### config.mk
export PLATFORM = sky130hd
export DESIGN_NAME = crossing_scheduler
export DESIGN_NICKNAME = d
export VERILOG_FILES = /design/src/rtl/crossing_scheduler.sv
export SDC_FILE = /design/constraint.sdc
export NUM_CORES = 1
export LEC_CHECK = 0
export ABC_AREA = 1
export BUFFER_PORTS_ARGS = -buffer_cell sky130_fd_sc_hd__buf_2
export CORE_MARGIN = 2
export CORE_UTILIZATION = 40
export CTS_BUF_LIST = sky130_fd_sc_hd__clkbuf_4
export CTS_CLUSTER_SIZE = 12
export DETAILED_ROUTE_END_ITERATION = 6
export SLEW_MARGIN = 20
export SYNTH_ARGS = -nofsm -noshare
export SYNTH_HDL_FRONTEND = slang
export SYNTH_SLANG_ARGS = --single-unit
### constraint.sdc
create_clock -name clk -period 1.7 [get_ports clk]
set_input_delay 0 -clock clk [delete_from_list [all_inputs] [get_ports clk]]
set_output_delay 0 -clock clk [all_outputs]
set_load 0.1 [all_outputs]
### src/rtl/crossing_scheduler.sv
// rtl/crossing_scheduler.sv - pedestrian-crossing request scheduler: debounced buttons, min green, req/ack, night mode, fault.
module crossing_scheduler #(
    parameter int CLK_PER_TICK    = 50_000_000,
    parameter int MIN_CAR_GREEN   = 10,
    parameter int DEBOUNCE_CYCLES = 16,
    parameter int ACK_TIMEOUT     = 5
) (
    input  logic clk,
    input  logic rst_n,
    input  logic btn_a,
    input  logic btn_b,
    input  logic night_mode,
    input  logic cross_ack,
    input  logic cycle_done,
    output logic cross_req,
    output logic wait_a,
    output logic wait_b,
    output logic night_blink,
    output logic fault,
    output logic tick
);
    localparam int PW = (CLK_PER_TICK > 1) ? $clog2(CLK_PER_TICK) : 1;
    localparam int DW = $clog2(DEBOUNCE_CYCLES + 1);
    localparam int GW = $clog2(MIN_CAR_GREEN + 1);
    localparam int AW = $clog2(ACK_TIMEOUT + 1);

    localparam logic [2:0] S_IDLE     = 3'd0;
    localparam logic [2:0] S_REQ      = 3'd1;
    localparam logic [2:0] S_CROSSING = 3'd2;
    localparam logic [2:0] S_NIGHT    = 3'd3;
    localparam logic [2:0] S_FAULT    = 3'd4;

    logic [2:0]    state, next_state;
    logic [PW-1:0] presc;
    logic [GW-1:0] green_timer;
    logic [AW-1:0] ack_timer;
    logic [1:0]    sync1, sync2, level, level_q, pending, press;
    logic [DW-1:0] deb_cnt [2];
    logic          green_done, press_ok, enter_clear;

    assign tick   = (presc == PW'(CLK_PER_TICK - 1));
    assign press  = level & ~level_q;
    assign wait_a = pending[0];
    assign wait_b = pending[1];

    // The minimum green is met in the very tick that completes it, not one cycle later.
    assign green_done = (green_timer == GW'(MIN_CAR_GREEN)) ||
                        (tick && (green_timer == GW'(MIN_CAR_GREEN - 1)));
    assign press_ok   = (state == S_IDLE) || (state == S_REQ) || (state == S_FAULT);
    assign enter_clear = (next_state == S_NIGHT) ||
                         ((next_state == S_CROSSING) && (state != S_CROSSING));

    always_comb begin
        next_state = state;
        case (state)
            S_IDLE: begin
                if (night_mode)
                    next_state = S_NIGHT;
                else if ((|pending) && green_done)
                    next_state = S_REQ;
            end
            S_REQ: begin
                if (cross_ack)
                    next_state = S_CROSSING;
                else if (tick && (ack_timer == AW'(ACK_TIMEOUT - 1)))
                    next_state = S_FAULT;
            end
            S_CROSSING: if (cycle_done) next_state = S_IDLE;
            S_NIGHT:    if (!night_mode) next_state = S_IDLE;
            S_FAULT:    next_state = S_FAULT;
            default:    next_state = S_IDLE;
        endcase
    end

    always_ff @(posedge clk or negedge rst_n) begin
        if (!rst_n) begin
            presc   <= '0;
            sync1   <= '0;
            sync2   <= '0;
            level   <= '0;
            level_q <= '0;
            for (int i = 0; i < 2; i++)
                deb_cnt[i] <= '0;
        end else begin
            presc   <= tick ? '0 : presc + 1'b1;
            sync1   <= {btn_b, btn_a};
            sync2   <= sync1;
            level_q <= level;
            for (int i = 0; i < 2; i++) begin
                if (!sync2[i]) begin
                    deb_cnt[i] <= '0;
                    level[i]   <= 1'b0;
                end else begin
                    if (deb_cnt[i] != DW'(DEBOUNCE_CYCLES))
                        deb_cnt[i] <= deb_cnt[i] + 1'b1;
                    if (deb_cnt[i] >= DW'(DEBOUNCE_CYCLES - 1))
                        level[i] <= 1'b1;
                end
            end
        end
    end

    always_ff @(posedge clk or negedge rst_n) begin
        if (!rst_n) begin
            state       <= S_IDLE;
            pending     <= '0;
            green_timer <= '0;
            ack_timer   <= '0;
            cross_req   <= 1'b0;
            night_blink <= 1'b0;
            fault       <= 1'b0;
        end else begin
            state <= next_state;
            // Entering a crossing serves both sides; night mode drops any waiting request.
            if (enter_clear)
                pending <= '0;
            else if (press_ok)
                pending <= pending | press;
            if ((next_state == S_IDLE) && (state != S_IDLE))
                green_timer <= '0;
            else if ((state == S_IDLE) && tick && (green_timer != GW'(MIN_CAR_GREEN)))
                green_timer <= green_timer + 1'b1;
            if ((next_state == S_REQ) && (state != S_REQ))
                ack_timer <= '0;
            else if ((state == S_REQ) && tick && !cross_ack)
                ack_timer <= ack_timer + 1'b1;
            cross_req   <= (next_state == S_REQ);
            night_blink <= (next_state == S_NIGHT) || (next_state == S_FAULT);
            fault       <= (next_state == S_FAULT);
        end
    end
endmodule

==> metrics.cfg <==
[sta]
period_needed_ns=1.84
hold_violations=0
setup_ws_ns=-0.137
timing.hold.ws_ns=0.108
worst_clock_skew_ns=0.0153
slew_viol_final=0
totalNegativeSetupSlack_ns=-0.776
fmax_ghz=0.544
post-route-period-util=1.08
setup_violations=10
rsz0062_at_grt=yes
slew_headroom=0.670
worstMarginPinSlew_ns=0.498

[cts]
root_buffer=clkbuf_4
clock_sinks=59
clk_pin_slew_ns=0.11
ctsLongestPathBuffers=2
cts_tree=done
cts_made_buffers=9
h-tree-depth=3
insertion_delay_ns=0.42

[power_and_ir_drop]
power.switching_mw=1.12
powerDensity_mw_per_mm2=774
swShare=0.343
p_total_mw=3.26
pwr-share-seq=0.466
ir_drop_mv=0.783
p_clk_frac=0.303
comb_power_share=0.231
power_leakage_nw=2.07
cellInternalPower_mw=2.14

[placement]
post-place-ws_ns=-0.0778
hpwl_um=5230
io_buffer_count=12
placedInstanceArea_mm2=0.00369
dpl.cell_count=534
routabilityCongestion=0.933

[die]
die_w_um=93.5
die_height_um=93.5
pin_count=13
core_area_mm2=0.00773
rows=32
start_util=0.415
die_area_mm2=0.00874

[min_path]
worstHoldPathType=input pin to asynchronous set/reset pin

[job]
cap_violations=0

[route]
drcViolationCount=0
via_per_inst=4.82
route.vias.total=2755
wl_um=7330
dr.pass1.iters=4
ant_nets=0
first_iter_violations=137
wl_per_cell_um=12.8

[setup_path]
cp_data_required_time_ns=1.70
worst-endpoint-arrival_ns=1.84
crit_type=register to output port
start_kind=register
critPathMaxFanout=2
crit_path_end_kind=output port

[layout]
layout-drive-gt1-share=0.347
stdcell_area_mm2=0.00422
area_growth_pct=31.6
final_core_util=0.546
fillers=698
final_cells=572
layout.nets=484
antenna_cells=0

[logic_synthesis]
ys_warn_count=0
yosysUniqueCellTypes=37
syn_nets=404
syn-cell-area_mm2=0.00320
seq_area_frac_synth=0.461
synth.avg_cell_area_um2=8.32
ys_ff_latch=59
synth_cells=385

[grt]
grtUsageTotal=0.188
grt_pass1_vias=2820
antenna_found_initial=0
grt_first_pass_wirelength_um=12800
grt_start_max_net_pins=60
gr-total-overflow=0

[status]
violations=setup timing
status=finished, violations left

==> logic make-up (layout without fill, tap and decap cells) <==
family,Yosys count,in the layout,synth area share
xor+xnor,9,9,0.0246
compound gates,40,40,0.0723
buf+inv,69,154,0.0855
flops,59,59,0.461
fa+ha+maj,12,12,0.0469
simple gates,196,196,0.310
==> cells in the mapped netlist <==
library cell / count / share of area
xor2_1: 8 / 0.022
buf_6: 2 / 0.0070
a31oi_1: 3 / 0.0059
nor2_1: 56 / 0.066
or2_2: 1 / 0.0020
o22ai_2: 1 / 0.0039
a21oi_2: 1 / 0.0027
a21oi_1: 19 / 0.030
nor2_2: 6 / 0.012
and2_1: 1 / 0.0020
nor3b_1: 1 / 0.0023
nand4_4: 1 / 0.0066
inv_2: 4 / 0.0047
ha_1: 12 / 0.047
nand4_1: 13 / 0.025
o31ai_1: 1 / 0.0023
nand3_2: 2 / 0.0063
nor4_2: 1 / 0.0039
o211a_1: 1 / 0.0031
o21ai_0: 12 / 0.019
nor3_1: 12 / 0.019
nand4_2: 1 / 0.0039
dfrtp_1: 59 / 0.46
xnor2_1: 1 / 0.0027
nor4_1: 2 / 0.0039
nand2_1: 62 / 0.073
o221a_2: 1 / 0.0035
inv_1: 63 / 0.074
nor4_4: 1 / 0.0066
nand2_2: 7 / 0.014
nor2_4: 4 / 0.014
nand3b_1: 1 / 0.0023
and3_1: 1 / 0.0020
nor3_4: 2 / 0.010
nand3_1: 19 / 0.030
a211oi_1: 1 / 0.0023
nor3_2: 2 / 0.0063
==> layout by cell type (no fill, tap or decap), types with 7 or more instances in the layout <==
cell type	count
nand2_1	49
dfrtp_1	56
clkbuf_4	9
buf_2	11
buf_4	49
nor2_1	47
nor2_2	8
inv_1	58
ha_1	11
nor2_4	11
nand3_1	11
nor3_1	10
nand2_2	18
xor2_1	8
nand4_1	13
inv_2	7
a21oi_1	18
o21ai_0	8
nand3_2	8
==> timing repair <==
| item | CTS | global route |
|---|---|---|
| gates resized for setup | 22 | 40 |
| buffers inserted | 10 | 9 |
| endpoints found under the setup margin | 20 | 28 |
| hold buffers | 4 | 0 |
| hold endpoints to repair | 62 | 0 |
| pin swaps | 7 | 13 |
==> state kept, by name, summed over array words and instances, names as in the netlist, 2 cells and up <==
name / flops
pending: 2
sync2: 2
state: 3
ack_timer: 3
deb_cnt: 10
green_timer: 4
level_q: 2
sync1: 2
presc: 26
level: 2
==> worst max-delay path, cell delays in order (launching register included) <==
cell        delay, ns
dfrtp_1          0.40
inv_1            0.08
nand2_1          0.07
nor2_2           0.12
nand3_1          0.14
nor2_4           0.15
nand2_2          0.08
buf_6            0.13
clkinvlp_4       0.08
buf_12           0.17
==> power by group through the flow <==
stage / sequential (mW) / combinational, mW / clock (mW)
after floorplan: 1.65 / 0.348 / 0
after global placement: 1.55 / 0.616 / 0
after detailed placement: 1.55 / 0.628 / 0
after CTS: 1.52 / 0.645 / 1.02
after global routing: 1.53 / 0.829 / 1.09
final: 1.52 / 0.754 / 0.988
==> layer usage <==
layer / vias to the layer above / GRT usage / wire length (µm)
met3: 10 / 0.0564 / 322
met1: 1285 / 0.240 / 3370
li1: 1403 / - / -
met4: 0 / 0.0760 / 98
met5: - / 0 / 0
met2: 57 / 0.297 / 3540
==> final cells by class <==
| class | instances | area [µm²] | area share |
|---|---|---|---|
| multi-input cells | 257 | 1650 | 0.392 |
| flip-flops and latches | 59 | 1480 | 0.351 |
| repair buffers | 71 | 559 | 0.133 |
| inverters | 67 | 259 | 0.0614 |
| well taps | 102 | 128 | 0.0303 |
| clock inverters | 7 | 68.8 | 0.0163 |
| clock buffers | 9 | 67.6 | 0.0160 |
==> final timing paths <==
| kind | slack (ns) | depth (start not counted) | start | to |
|---|---|---|---|---|
| setup / recovery | -0.14 | 9 | presc[18] | tick |
| hold / removal | 0.11 | 3 | rst_n | presc[3] |
| setup reg to reg | -0.09 | 13 | presc[18] | ack_timer[2] |
| hold reg to reg | 0.36 | 0 | sync1[1] | sync2[1] |
| max in group asynchronous | 1.31 | 3 | rst_n | presc[9] |
| min in group clk | 0.13 | 4 | cycle_done | state[1] |
No activity file was read; power rests on OpenSTA's default activity.
